<file path="src/rtl/cskip_pkg.sv">
// cskip_pkg: shared slice width and FSM state encoding for the serial carry-skip subtractor
package cskip_pkg;
  localparam int SLICE_W = 4;
  typedef enum logic [1:0] {IDLE, RUN, DONE} cskip_state_t;
endpackage

</file>
<file path="src/rtl/cskip_sub_slice.sv">
// cskip_sub_slice: 4-bit ripple adder of a + bn + cin with a group-propagate skip on the carry out
module cskip_sub_slice
  import cskip_pkg::*;
(
  input  logic [SLICE_W-1:0] a,
  input  logic [SLICE_W-1:0] bn,
  input  logic               cin,
  output logic [SLICE_W-1:0] s,
  output logic               cout
);
  logic [SLICE_W:0] c;
  logic             p;
  assign c[0] = cin;
  for (genvar i = 0; i < SLICE_W; i++) begin : g_fa
    assign s[i]   = a[i] ^ bn[i] ^ c[i];
    assign c[i+1] = (a[i] & bn[i]) | ((a[i] ^ bn[i]) & c[i]);
  end
  assign p    = &(a ^ bn);
  assign cout = p ? cin : c[SLICE_W];
endmodule

</file>
<file path="src/rtl/cskip_serial_sub.sv">
// cskip_serial_sub: a - b computed one 4-bit carry-skip slice per cycle with a registered borrow chain
module cskip_serial_sub
  import cskip_pkg::*;
#(
  parameter int WIDTH = 16
) (
  input  logic             clk,
  input  logic             rst_n,
  input  logic             in_valid,
  output logic             in_ready,
  input  logic [WIDTH-1:0] a,
  input  logic [WIDTH-1:0] b,
  output logic             out_valid,
  input  logic             out_ready,
  output logic [WIDTH-1:0] diff,
  output logic             borrow,
  output logic             overflow
);
  localparam int NSLICE = WIDTH / SLICE_W;
  localparam int CW     = $clog2(NSLICE) + 1;
  if (WIDTH % SLICE_W != 0) begin : g_bad_width
    $error("cskip_serial_sub: WIDTH must be a multiple of 4");
  end
  cskip_state_t     state_q, state_d;
  logic [CW-1:0]    cnt_q;
  logic [WIDTH-1:0] a_q, bn_q, diff_q, diff_d;
  logic             carry_q, borrow_q, ovf_q;
  logic [SLICE_W-1:0] sa, sbn, ss;
  logic             sc, last;
  assign last = cnt_q == CW'(NSLICE - 1);
  always_comb begin
    sa  = '0;
    sbn = '0;
    for (int k = 0; k < NSLICE; k++)
      if (cnt_q == CW'(k)) begin
        sa  = a_q[k*SLICE_W +: SLICE_W];
        sbn = bn_q[k*SLICE_W +: SLICE_W];
      end
  end
  cskip_sub_slice u_slice (.a(sa), .bn(sbn), .cin(carry_q), .s(ss), .cout(sc));
  always_comb begin
    diff_d = diff_q;
    for (int k = 0; k < NSLICE; k++)
      if (state_q == RUN && cnt_q == CW'(k)) diff_d[k*SLICE_W +: SLICE_W] = ss;
  end
  always_ff @(posedge clk or negedge rst_n)
    if (!rst_n) state_q <= IDLE;
    else        state_q <= state_d;
  always_comb
    state_d = state_q == IDLE ? (in_valid ? RUN : IDLE) :
              state_q == RUN  ? (last ? DONE : RUN) :
                                (out_ready ? IDLE : DONE);
  always_comb begin
    in_ready  = state_q == IDLE;
    out_valid = state_q == DONE;
  end
  // b is stored inverted so each slice adds a + ~b with the chain seeded by carry=1
  always_ff @(posedge clk or negedge rst_n)
    if (!rst_n) begin
      cnt_q    <= '0;
      a_q      <= '0;
      bn_q     <= '0;
      carry_q  <= 1'b0;
      diff_q   <= '0;
      borrow_q <= 1'b0;
      ovf_q    <= 1'b0;
    end else if (in_valid && in_ready) begin
      a_q     <= a;
      bn_q    <= ~b;
      carry_q <= 1'b1;
      cnt_q   <= '0;
    end else if (state_q == RUN) begin
      diff_q  <= diff_d;
      carry_q <= sc;
      cnt_q   <= cnt_q + 1'b1;
      if (last) begin
        borrow_q <= ~sc;
        ovf_q    <= (a_q[WIDTH-1] == bn_q[WIDTH-1]) && (ss[SLICE_W-1] != a_q[WIDTH-1]);
      end
    end
  assign diff     = diff_q;
  assign borrow   = borrow_q;
  assign overflow = ovf_q;
endmodule

</file>
<file path="config.mk">
export PLATFORM = sky130hd
export DESIGN_NAME = cskip_serial_sub
export DESIGN_NICKNAME = d
export VERILOG_FILES = /design/src/rtl/cskip_pkg.sv /design/src/rtl/cskip_sub_slice.sv /design/src/rtl/cskip_serial_sub.sv
export SDC_FILE = /design/constraint.sdc
export NUM_CORES = 1
export LEC_CHECK = 0
export BUFFER_PORTS_ARGS = -buffer_cell sky130_fd_sc_hd__buf_4
export CAP_MARGIN = 20
export CORE_ASPECT_RATIO = 0.75
export CORE_UTILIZATION = 30
export DETAILED_ROUTE_END_ITERATION = 8
export PLACE_DENSITY_LB_ADDON = 0.3
export SLEW_MARGIN = 10
export SYNTH_ARGS = -nofsm -noshare
export SYNTH_HDL_FRONTEND = slang
export SYNTH_SLANG_ARGS = --single-unit
export TNS_END_PERCENT = 20
</file>
<file path="constraint.sdc">
create_clock -name clk -period 3.45 [get_ports clk]
set_input_delay 0.1725 -clock clk [delete_from_list [all_inputs] [get_ports clk]]
set_output_delay 0.1725 -clock clk [all_outputs]
set_load 0.05 [all_outputs]
</file>
==> impl_metrics.ini <==
[layout]
area_growth_syn_to_layout_pct = 27.8
fin_nets = 339
ant_diodes = 0
instances_no_fill = 399
drive_above_1_share_pct = 40.2

[grt]
grt_usage_pct = 13.8
grt_first_pass_wirelength_mm = 10.0
grt_pass1_vias = 1900
global_route.overflow_total = 0
maximum_number_of_pins_on_one_net_before_global_route_repair = 57
antenna_found_initial = 0

[die]
pin_count = 56
start_util_pct = 31.5
fp-row-count = 29
die_y_um = 84.5
fp.dieW_um = 112
dieArea_um2 = 9460
design.core.area_um2 = 8640

[clock_network]
cts_post_setup_buffers_inserted = 0
clkSinkCount = 56
numCtsBuffers = 5
cts_htree_levels = 2
root_buffer = clkbuf_16
clkLatencyLatePin_ns = 0.29
cts_tree = yes
clockBufferDepth = 2
clkTransAtPathRegs_ns = 0.07

[synth]
synth_top_cell_by_area = dfrtp_1
synth.cell_area_um2 = 2720
yosys.cell_count.top_type = dfrtp_1
yosys_warnings = 0
dominantRegCellSynth = dfrtp_1
post_synth_main_area_contributors = dfrtp_1 (51%), mux2_4 (8.8%), mux2_2 (5.0%)
post_synth_most_frequent_cells = dfrtp_1 (56), nand2_1 (29), o21ai_0 (24)
synthesis.nets = 276
synth_largest_type_area_fraction_pct = 51.5
synth_enable_flop_cells = 0
yosysSeqAreaShare_pct = 51.5
synth_cell_types = 27
synth_area_per_cell_um2 = 12.0
syn-instance-count = 227
ys_seq_elements = 56
synth_async_sr_flop_share_pct = 100

[critical_path]
rr_startpoint = cnt_q[1]$_DFFE_PN0P_
max_incr_delay_on_cp_ns = 0.45
worstPathCellList = inv_1 -> ha_4 -> a21oi_1 -> o21ai_0 -> a32o_2 -> fa_2 -> fa_2 -> fa_1 -> inv_1 -> fa_1 -> and3_1 -> nor2_1 -> o21ai_0
reg2reg_depth = 13
critical_path_arrival_ns = 3.43
critPathKind = flop to flop
critical_path_cell_count = 13
setup.worst_path.start_class = flop
crit_fanout = 7
worst_setup_path_startpoint = cnt_q[1]$_DFFE_PN0P_
crit_slowest_cell = fa_1
timing.critical_path.required_ns = 3.61
critical_path_buf_inv_count = 2
critical_path.endpoint = overflow$_DFFE_PN0P_
critical_path.endpoint_type = flop
reg2reg_setup_slack_ns = 0.18
crit-reg2reg-capture = overflow$_DFFE_PN0P_
critical_path.top_delay_family = adder cells

[route]
post_drt_via_cell_ratio = 4.71
antenna_violating_nets_post_route = 0
dr_wl_cell_um = 15.5
firstDrtPassIters = 7
first_iter_violations = 126
route.vias.total = 1880
drcViolationCount = 6
routed_wl_mm = 6.19

[place]
gpl.final_weighted_congestion = 0.832
dp_hpwl_mm = 4.56
numPortBuffers = 55
placedCellCount = 390

[timing]
rsz0062_at_grt = false
final.min_clock_period_ns = 3.27
fin_skew_ns = 0.00505
fin_setup_tns_ns = 0
finalSetupViolations = 0
fmax_mhz = 306
slew-limit-headroom_pct = 53.1
tightestPinTransition_ns = 0.704
min_period_over_period_pct = 94.8
report.final.slew_viol_count = 0
finalHoldViolCount = 0

[power]
power-per-cell-area_nw_per_um2 = 1180
worst_ir_drop_vdd_v = 0.000453
cellLeakagePower_nw = 1.64

[worst_hold_path]
holdPathStages = 2
hp-class = input pin to flop

[outcome]
run_status = finished, violations left
violated_checks = DRC

[run]
cap_viol_max_count = 0
==> flip-flops by register name, summed over array words and instances (netlist names) <==
name / cells
overflow: 1
cnt_q: 3
bn_q: 16
state_q: 2
a_q: 16
diff: 16
carry_q: 1
borrow: 1
==> worst register-to-register path: cells and delay by family (launching register included) <==
kind            cells  cell delay [ns]
compound gates      4             0.59
simple gates        2             0.27
fa+ha+maj           5             1.70
buf+inv             2             0.17
flops               1             0.41
==> logic make-up (layout without fill, tap and decap cells) <==
family / Yosys count / count (layout) / share of synthesized area [%]
flops: 56 / 56 / 51.5
simple gates: 53 / 53 / 9.97
buf+inv: 21 / 85 / 4.32
mux: 33 / 33 / 15.6
fa+ha+maj: 13 / 13 / 7.08
compound gates: 51 / 51 / 11.5
==> metal layers <==
layer  share of wire, %  track usage [%]
met1                 53             21.0
met5                  0                0
met2                 41             19.3
met4                1.1             3.15
met3                5.1             3.61
==> final cells by class <==
cell class | instances | area, µm²
Clock buffer | 5 | 125
Clock inverter | 3 | 18.8
Fill cell | 834 | 5150
Inverter | 10 | 37.5
Multi-Input combinational cell | 150 | 1250
Sequential cell | 56 | 1400
Tap cell | 108 | 135
Timing Repair Buffer | 67 | 505
==> worst min-delay path by stage <==
stage | startpoint | end | slack [ns]
final | b[7] | bn_q[7]$_DFFE_PN0P_ | 0.05
after global routing | b[7] | bn_q[7]$_DFFE_PN0P_ | 0.05
after detailed placement | rst_n | a_q[6]$_DFFE_PN0P_ | 0.27
after global placement | rst_n | a_q[6]$_DFFE_PN0P_ | 0.27
after CTS | b[7] | bn_q[7]$_DFFE_PN0P_ | 0.05
after floorplan | rst_n | a_q[0]$_DFFE_PN0P_ | -0.12
==> stage by stage <==
| stage | setup slack [ns] | hold slack [ns] | power [mW] | util (%) | instance area, µm² |
|---|---|---|---|---|---|
| 2_1_floorplan | 0.0427 | -0.123 | 2.85 | - | 2740 |
| 3_3_place_gp | 0.133 | 0.269 | 3.52 | 38.0 | 3280 |
| 3_5_place_dp | 0.0428 | 0.273 | 3.58 | 38.0 | 3280 |
| 4_1_cts | 0.0256 | 0.0503 | 4.09 | 39.8 | 3430 |
| 5_1_grt | 0.0109 | 0.0481 | 4.41 | 40.3 | 3480 |
| 6_report | 0.178 | 0.0530 | 4.12 | 40.3 | 3480 |
==> power breakdown <==
part           switching (mW)  total [mW]  internal, mW
combinational            1.31        2.37          1.06
sequential              0.258        1.25         0.993
clock                   0.228       0.496         0.268
==> what timing repair did <==
item                                    in CTS  in global routing
endpoints found under the setup margin       0                  2
hold endpoints to repair                    56                  0
gates resized for setup                      0                 11
hold buffers                                 1                  0
==> layout by cell type (no fill, tap or decap), drive strengths merged <==
cell type / count
buf: 66
dfrtp: 56
o21ai: 30
nand2: 29
mux2: 28
inv: 10
nand2b: 9
a32o: 9
ha: 9
a21oi: 8
nor2: 5
mux2i: 5
clkbuf: 5
nor3b: 4
fa: 4
clkinv: 3
a32oi: 2
and3: 2
nand3b: 1
or3b: 1
o21bai: 1
nand4: 1
a221oi: 1
nor3: 1
dlygate4sd3: 1
Note: power is estimated with default switching activity, not from simulation.
